**src/rtl/meas_uart_pkg.sv**
```systemverilog
// Shared types and constants for the measurement UART transmitter.
package meas_uart_pkg;

  localparam int SAMPLE_W = 12;
  localparam logic [1:0] HDR_H = 2'b10;
  localparam logic [1:0] HDR_L = 2'b01;

  typedef enum logic [1:0] {
    IDLE,
    START,
    DATA,
    STOP
  } tx_state_t;

  // Header bits let the receiver tell the high and low halves of a sample apart.
  function automatic logic [7:0] frame_byte(input logic [SAMPLE_W-1:0] s, input logic hi);
    return hi ? {HDR_H, s[11:6]} : {HDR_L, s[5:0]};
  endfunction

endpackage

```
**src/rtl/meas_sync_fifo.sv**
```systemverilog
// Single-clock sample FIFO; a push into a full FIFO is accepted only when a pop frees a slot.
module meas_sync_fifo #(
  parameter int WIDTH = 12,
  parameter int DEPTH = 4
) (
  input  logic                     clk,
  input  logic                     rst,
  input  logic                     push,
  input  logic                     pop,
  input  logic [WIDTH-1:0]         wdata,
  output logic [WIDTH-1:0]         rdata,
  output logic                     empty,
  output logic                     drop,
  output logic [$clog2(DEPTH):0]   level
);

  localparam int AW = $clog2(DEPTH);

  logic [WIDTH-1:0] mem [DEPTH];
  logic [AW-1:0]    wr_ptr;
  logic [AW-1:0]    rd_ptr;
  logic             full;
  logic             push_ok;
  logic             pop_ok;

  assign full    = (level == (AW+1)'(DEPTH));
  assign empty   = (level == '0);
  assign pop_ok  = pop && !empty;
  assign push_ok = push && (!full || pop_ok);
  assign drop    = push && full && !pop_ok;
  assign rdata   = mem[rd_ptr];

  always_ff @(posedge clk) begin
    if (push_ok) mem[wr_ptr] <= wdata;
  end

  // Power-of-two depth lets the pointers wrap naturally.
  always_ff @(posedge clk) begin
    if (rst) begin
      wr_ptr <= '0;
      rd_ptr <= '0;
      level  <= '0;
    end else begin
      if (push_ok) wr_ptr <= wr_ptr + AW'(1);
      if (pop_ok)  rd_ptr <= rd_ptr + AW'(1);
      case ({push_ok, pop_ok})
        2'b10:   level <= level + (AW+1)'(1);
        2'b01:   level <= level - (AW+1)'(1);
        default: level <= level;
      endcase
    end
  end

endmodule

```
**src/rtl/meas_uart_tx.sv**
```systemverilog
// Streams 12-bit measurement samples out as two 8N1 bytes (high half first) on ms_utx.
module meas_uart_tx
  import meas_uart_pkg::*;
#(
  parameter int CLKS_PER_BIT = 4,
  parameter int FIFO_DEPTH   = 4
) (
  input  logic                          prim_clk,
  input  logic                          prim_rst,
  input  logic                          enable,
  input  logic [SAMPLE_W-1:0]           meas_data,
  input  logic                          meas_data_p,
  input  logic                          ovf_clr,
  output logic                          ms_utx,
  output logic                          busy,
  output logic                          overflow,
  output logic [$clog2(FIFO_DEPTH):0]   fifo_level
);

  localparam int TW = $clog2(CLKS_PER_BIT);
  localparam logic [TW-1:0] T_LAST = TW'(CLKS_PER_BIT - 1);

  tx_state_t           state;
  logic [TW-1:0]       timer;
  logic [2:0]          bit_cnt;
  logic [7:0]          tx_byte;
  logic [SAMPLE_W-1:0] sample;
  logic                send_hi;
  logic                bit_end;
  logic                pop;
  logic                fifo_empty;
  logic                fifo_drop;
  logic [SAMPLE_W-1:0] fifo_rdata;

  assign bit_end = (timer == T_LAST);
  // The head is consumed when a new high byte is about to start: from idle, or
  // straight after the low byte's stop bit so samples run back to back.
  assign pop  = !fifo_empty &&
                ((state == IDLE) || (state == STOP && bit_end && !send_hi));
  assign busy = (state != IDLE) || !fifo_empty;

  meas_sync_fifo #(
    .WIDTH (SAMPLE_W),
    .DEPTH (FIFO_DEPTH)
  ) u_fifo (
    .clk   (prim_clk),
    .rst   (prim_rst),
    .push  (meas_data_p && enable),
    .pop   (pop),
    .wdata (meas_data),
    .rdata (fifo_rdata),
    .empty (fifo_empty),
    .drop  (fifo_drop),
    .level (fifo_level)
  );

  always_ff @(posedge prim_clk) begin
    if (prim_rst)       overflow <= 1'b0;
    else if (fifo_drop) overflow <= 1'b1;
    else if (ovf_clr)   overflow <= 1'b0;
  end

  // ms_utx is loaded with the level of the state being entered, so the line is registered.
  always_ff @(posedge prim_clk) begin
    if (prim_rst) begin
      state   <= IDLE;
      timer   <= '0;
      bit_cnt <= '0;
      send_hi <= 1'b0;
      ms_utx  <= 1'b1;
    end else begin
      case (state)
        IDLE: begin
          timer  <= '0;
          ms_utx <= 1'b1;
          if (!fifo_empty) begin
            state   <= START;
            sample  <= fifo_rdata;
            tx_byte <= frame_byte(fifo_rdata, 1'b1);
            send_hi <= 1'b1;
            ms_utx  <= 1'b0;
          end
        end
        START: begin
          if (bit_end) begin
            timer   <= '0;
            state   <= DATA;
            bit_cnt <= '0;
            ms_utx  <= tx_byte[0];
            tx_byte <= tx_byte >> 1;
          end else begin
            timer <= timer + TW'(1);
          end
        end
        DATA: begin
          if (bit_end) begin
            timer <= '0;
            if (bit_cnt == 3'd7) begin
              state  <= STOP;
              ms_utx <= 1'b1;
            end else begin
              bit_cnt <= bit_cnt + 3'd1;
              ms_utx  <= tx_byte[0];
              tx_byte <= tx_byte >> 1;
            end
          end else begin
            timer <= timer + TW'(1);
          end
        end
        STOP: begin
          if (bit_end) begin
            timer <= '0;
            if (send_hi) begin
              state   <= START;
              tx_byte <= frame_byte(sample, 1'b0);
              send_hi <= 1'b0;
              ms_utx  <= 1'b0;
            end else if (!fifo_empty) begin
              state   <= START;
              sample  <= fifo_rdata;
              tx_byte <= frame_byte(fifo_rdata, 1'b1);
              send_hi <= 1'b1;
              ms_utx  <= 1'b0;
            end else begin
              state <= IDLE;
            end
          end else begin
            timer <= timer + TW'(1);
          end
        end
        default: begin
          state  <= IDLE;
          timer  <= '0;
          ms_utx <= 1'b1;
        end
      endcase
    end
  end

endmodule

```
**config.mk**
```make
export PLATFORM = sky130hd
export DESIGN_NAME = meas_uart_tx
export DESIGN_NICKNAME = d
export VERILOG_FILES = /design/src/rtl/meas_uart_pkg.sv /design/src/rtl/meas_sync_fifo.sv /design/src/rtl/meas_uart_tx.sv
export SDC_FILE = /design/constraint.sdc
export NUM_CORES = 1
export LEC_CHECK = 0
export CAP_MARGIN = 20
export CORE_MARGIN = 10
export CORE_UTILIZATION = 50
export DETAILED_ROUTE_END_ITERATION = 16
export PLACE_DENSITY = 0.69
export SLEW_MARGIN = 20
export SYNTH_ARGS = -nofsm -noshare
export SYNTH_HDL_FRONTEND = slang
export SYNTH_HIERARCHICAL = 1
export SYNTH_SLANG_ARGS = --single-unit
```
**constraint.sdc**
```tcl
create_clock -name prim_clk -period 8.1 [get_ports prim_clk]
set_input_delay 2.025 -clock prim_clk [delete_from_list [all_inputs] [get_ports prim_clk]]
set_output_delay 2.025 -clock prim_clk [all_outputs]
set_load 0.05 [all_outputs]
```
==> flow_metrics.tcl, run 1 <==
set metrics [dict create \
    postRouteAntennaNets 0 \
    dieArea_um2 10700 \
    die_h_um 103 \
    yosys_warnings 6 \
    start_kind "flip-flop" \
    final_net_count 289 \
    synth_area_um2 3470 \
    synth.ff_latch_count 81 \
    worst_ep_required_time_ns 6.08 \
    post-layout-total-power_mw 1.14 \
    final_layout_size_suffix_gt1_share_pct 13.7 \
    cell_internal_power_mw 0.781 \
    synth-async-reset-ratio_pct 0 \
    h_tree_levels 3 \
    finalCriticalPeriod_ns 4.10 \
    power.combinational.fraction_pct 25.3 \
    cts_root_buffer "clkbuf_8" \
    grt_first_pass_wirelength_um 9670 \
    max_cap_violations 0 \
    number_of_remaining_drc_errors 0 \
    timing_hold_violations_final 0 \
    drt-pass1-iter-count 4 \
    worst_slew_pin_slew_ns 0.870 \
    timing.reg2reg.setup_slack_ns 5.13 \
    finalSetupViolCount 0 \
    synthDistinctLibCells 41 \
    ioPinCount 23 \
    synth_seq_area_share_pct 64.6 \
    total_power_density_per_cell_area_nw_per_um2 286 \
    drtIter0Drc 100 \
    r2r.worst_path.cells 12 \
    timing.slew.headroom_pct 41.9 \
    power_frac_seq_pct 48.2 \
    worst_slack_ns 4.00 \
    utilization_pct 58.8 \
    hpwl_um 3880 \
    endpoint_of_the_worst_register_to_register_path "u_fifo/level[2]" \
    fmax_mhz 244 \
    placeableCoreArea_um2 6760 \
    outcome "completed" \
    clockPowerShare_pct 26.5 \
    port-buffer-count 22 \
    p_switching_mw 0.355 \
    startpoint_of_the_most_critical_hold_path "timer[0]" \
    hold_crit_path_type "flip-flop to flip-flop" \
    grt_remaining_overflow 0 \
    fin_worst_skew_ns 0.0151 \
    synthesis.instances 233 \
    post-place-ws_ns 3.98 \
    routed_wire_length_um 5790 \
    launch_point_of_the_worst_reg_to_reg_path "state[1]" \
    cts_hold_buf 0 \
    mappedNetlistNets 264 \
    clockBufferDepth 2 \
    antennaDiodeCount 0 \
    grt_util_all_layers_pct 12.1 \
    totalNegativeSetupSlack_ns 0 \
    post_synth_edffs 62 \
    clock_insertion_delay_worst_skew_ns 0.35 \
    first_global_vias 1924 \
    worstHoldPathCells 1 \
    power.ir.vdd_worst_mv 0.132 \
    via_per_inst 5.59 \
    leakagePower_nw 1.38 \
    grt_max_degree 24 \
    clock-sinks 81 \
    initial_core_util_pct 51.4 \
    detailroute.via_count 1918 \
    cp_data_arrival_time_ns 2.07 \
    post_synth.cell_area_avg_um2 14.9 \
    area_delta_synth_final_pct 14.3 \
    ws_path_type "flip-flop to output pin" \
    post-cts-setup-buffer-count 0 \
    place.gp.congestion 0.785 \
    cts_bufs_inserted 9 \
    std_cell_rows 30 \
    finalCritPeriodShare_pct 50.6 \
    routed_len_inst_um 16.9 \
    sw_frac_of_total_pct 31.3 \
    slew_viol_final 0 \
    critPathMaxFanout 16 \
    rsz_0062_raised_after_global_routing "no" \
    die_w_um 103 \
    cts-resized-gates 0 \
    synth_ff_type "edfxtp_1" \
    end_kind "output pin" \
    cts_tree "built" \
    grt_antenna_before_repair 0 \
    hold_path_end "timer[0]" \
    clkTransAtPathRegs_ns 0.08 \
]
## sequential cells by signal, summed over array words and instances (netlist names), 2 cells and up, named ones only
register       flops
bit_cnt            3
sample             6
state              2
timer              2
tx_byte            8
u_fifo/level       3
u_fifo/mem        48
u_fifo/rd_ptr      2
u_fifo/wr_ptr      2
## layer usage
metal	wire, µm	share of wire (%)	GRT usage [%]	vias to the layer above
li1	-	-	-	935
met1	2500	43	14.5	930
met4	82	1.4	4.81	0
met3	298	5.1	3.65	9
met2	2910	50	20.0	44
met5	0	0	0	-
## cells in the final DEF (no fill, tap or decap), types with 2 or more instances in the layout
master / instances
a21oi_1: 14
inv_6: 3
nand2b_1: 4
and2_1: 7
buf_4: 2
a22oi_1: 8
inv_1: 14
o31ai_1: 2
ha_1: 13
mux4_2: 12
o21ai_0: 5
or3_1: 3
nor2_1: 18
clkdlybuf4s50_1: 22
clkbuf_8: 9
edfxtp_1: 62
mux2i_1: 9
o22ai_1: 7
xor2_1: 3
dfxtp_1: 19
nand2_1: 4
## logic make-up (layout without fill, tap and decap cells)
kind of cell	count (synthesis)	count (layout)	share of synthesized area (%)
mux	22	22	10.8
flops	81	81	64.6
compound gates	42	42	7.82
buf+inv	24	54	2.99
simple gates	47	47	7.82
fa+ha+maj	14	14	5.26
xor+xnor	3	3	0.757
## worst max-delay path by stage
stage / from / to / slack (ns) / cells after the start
CTS: u_fifo/level[0] / busy / 3.97 / 4
global route: u_fifo/level[0] / busy / 3.92 / 4
floorplan: meas_data_p / u_fifo/level[2] / 4.48 / 9
finish: u_fifo/level[0] / busy / 4.00 / 4
global placement: meas_data_p / u_fifo/level[2] / 4.01 / 10
detailed placement: meas_data_p / u_fifo/level[2] / 3.98 / 10
## power groups by stage
stage | Sequential [mW] | Combinational (mW) | Clock [mW]
6_report | 0.547 | 0.288 | 0.301
5_1_grt | 0.555 | 0.319 | 0.329
4_1_cts | 0.548 | 0.290 | 0.309
3_5_place_dp | 0.556 | 0.290 | 0
3_3_place_gp | 0.555 | 0.285 | 0
2_1_floorplan | 0.554 | 0.209 | 0
## synthesized netlist by cell type (2+ instances only)
cell / instances / area (µm²)
edfxtp_1: 62 / 1860
inv_1: 14 / 52.6
a21oi_1: 14 / 70.1
or3_1: 3 / 18.8
a22oi_1: 8 / 60.1
mux2i_1: 9 / 90.1
dfxtp_1: 19 / 380
ha_1: 13 / 163
nand2b_1: 4 / 25.0
mux4_2: 12 / 270
clkbuf_1: 5 / 18.8
o22ai_1: 7 / 43.8
buf_2: 2 / 10.0
xor2_1: 3 / 26.3
o21ai_0: 5 / 25.0
nor2_1: 18 / 67.6
o31ai_1: 2 / 15.0
and2_1: 7 / 43.8
nand2_1: 4 / 15.0
## critical path, stage by stage (launching register included)
cell             delay, ns
dfxtp_1               0.50
nor3_2                0.08
buf_4                 0.21
nand2_1               0.11
clkdlybuf4s50_1       0.81
## cell type report
cell class	instances	area, µm²
Clock buffer	9	124
Sequential cell	81	2240
Timing Repair Buffer	24	235
Tap cell	80	100
Inverter	14	52.6
Clock inverter	7	83.8
Multi-Input combinational cell	128	1130
Fill cell	554	2790
## per-stage QoR
step	instances	hold WS, ns	instance area, µm²
after floorplan	233	0.407	3470
after global placement	327	0.415	3760
after detailed placement	327	0.422	3760
after CTS	343	0.440	3970
after global routing	343	0.492	3970
final	343	0.439	3970
Power figures use the tool's default switching activity.
==> inputs of run 2 (changes only) <==
clock period = 3.95 ns   (was 8.1 ns; I/O delays follow)
==> flow_metrics.tcl, run 2 (same netlist as run 1, synthesis figures left out) <==
set metrics [dict create \
    outcome "completed" \
    start_kind "flip-flop" \
    detailroute.via_count 1954 \
    utilization_pct 58.9 \
    drtIter0Drc 98 \
    finalCritPeriodShare_pct 77.3 \
    first_global_vias 1973 \
    timing.slew.headroom_pct 44.0 \
    clock-sinks 81 \
    path_delay_family "buffers and inverters" \
    largest_registers "u_fifo/mem: 48 flops, tx_byte: 8 flops, sample: 6 flops" \
    clkTransAtPathRegs_ns 0.09 \
    grt_antenna_before_repair 0 \
    timing.critical_path.from "u_fifo/level[0]" \
    layout_common_cells "edfxtp_1, clkdlybuf4s50_1, dfxtp_1, nor2_1" \
    h_tree_levels 3 \
    routed_len_inst_um 17.4 \
    initial_core_util_pct 51.4 \
    finish.instance_area_um2 3980 \
    grt_first_pass_wirelength_um 9790 \
    grt_remaining_overflow 0 \
    via_per_inst 5.68 \
    max_cap_violations 0 \
    postRouteAntennaNets 0 \
    timing_hold_violations_final 0 \
    die_h_um 103 \
    ioPinCount 23 \
    critPathMaxFanout 16 \
    post-cts-setup-buffer-count 0 \
    hold_crit_path_type "flip-flop to flip-flop" \
    dieArea_um2 10700 \
    cts_bufs_inserted 9 \
    slew_viol_final 0 \
    critical_path_buf_inv_count 2 \
    cp_data_arrival_time_ns 2.07 \
    end_kind "output pin" \
    cts_tree "built" \
    slowest_delay_ns 0.81 \
    worst_slew_pin_slew_ns 0.839 \
    finalSetupViolCount 0 \
    registers.top_by_ff_count "u_fifo/mem" \
    post-layout-total-power_mw 2.33 \
    port-buffer-count 22 \
    cts_root_buffer "clkbuf_8" \
    placeableCoreArea_um2 6760 \
    clock_insertion_delay_worst_skew_ns 0.34 \
    std_cell_rows 30 \
    finalCriticalPeriod_ns 3.05 \
    power.ir.vdd_worst_mv 0.263 \
    final_layout_size_suffix_gt1_share_pct 14.0 \
    die_w_um 103 \
    critical_path.cell_chain "nor3_2 -> buf_4 -> nand2_1 -> clkdlybuf4s50_1" \
    totalNegativeSetupSlack_ns 0 \
    antennaDiodeCount 0 \
    total_power_density_per_cell_area_nw_per_um2 587 \
    final.fill_count 523 \
    number_of_remaining_drc_errors 0 \
    timing.reg2reg.setup_slack_ns 0.94 \
    final_net_count 290 \
    routed_wire_length_um 5980 \
    drt-pass1-iter-count 4 \
    worst_ep_required_time_ns 2.96 \
    clockBufferDepth 2 \
    endpoint_of_the_worst_register_to_register_path "u_fifo/level[2]" \
    hpwl_um 3930 \
    place_area_um2 3770 \
    place.gp.congestion 0.766 \
    launch_point_of_the_worst_reg_to_reg_path "state[1]" \
    r2r.worst_path.cells 12 \
    rsz_0062_raised_after_global_routing "no" \
    mostFrequentLayoutCell "edfxtp_1" \
    critPathCapture "busy" \
    fmax_mhz 328 \
    grt_max_degree 17 \
    total_stage_count_of_the_critical_path 4 \
    leakagePower_nw 1.38 \
    cts_hold_buf 0 \
    fin_worst_skew_ns 0.0111 \
    timing.critical_path.slowest_stage_cell "clkdlybuf4s50_1" \
    cts-resized-gates 0 \
    max_ffs_per_register 48 \
    ws_path_type "flip-flop to output pin" \
    grt_util_all_layers_pct 12.2 \
    area_delta_synth_final_pct 14.5 \
]
run 2: changes by cell type in the layout (fill, tap and decap cells not counted):
| cell | change |
|---|---|
| buf_4 | +1 |
| inv_6 | +1 |
| inv_8 | -1 |
run 2: per-stage QoR:
stage | cells | hold WS, ns | setup slack (ns)
floorplan | 233 | 0.407 | 0.895
global placement | 328 | 0.414 | 0.921
detailed placement | 328 | 0.422 | 0.877
CTS | 344 | 0.437 | 0.868
global route | 344 | 0.472 | 0.667
finish | 344 | 0.435 | 0.897
run 2: report_power, final:
| group | total, mW | leakage [nW] | switching (mW) | internal [mW] |
|---|---|---|---|---|
| registers | 1.12 | 0.724 | 0.0800 | 1.04 |
| clock network | 0.617 | 0.101 | 0.315 | 0.302 |
| logic | 0.594 | 0.558 | 0.338 | 0.256 |
run 2: layout make-up:
cell class	count	area, µm²	share of cell area [%]
clock buffer	9	124	3.12
sequential	81	2240	56.4
clock inverter	7	81.3	2.05
multi-input combinational	128	1130	28.5
tap	80	100	2.52
inverter	14	52.6	1.32
timing repair buffer	25	243	6.10
run 2: worst min path at each step:
stage	from	end	slack (ns)	cells after the start
floorplan	timer[0]	timer[0]	0.41	1
global placement	timer[0]	timer[0]	0.41	1
detailed placement	timer[0]	timer[0]	0.42	1
CTS	timer[0]	timer[0]	0.44	1
global route	timer[0]	timer[0]	0.47	1
finish	timer[0]	timer[0]	0.44	1
run 2: metal layers:
layer	vias up	routed length (µm)	track usage [%]
met2	45	2900	19.7
met5	-	0	0
met1	966	2810	14.9
li1	937	-	-
met4	0	70	6.10
met3	6	208	3.19
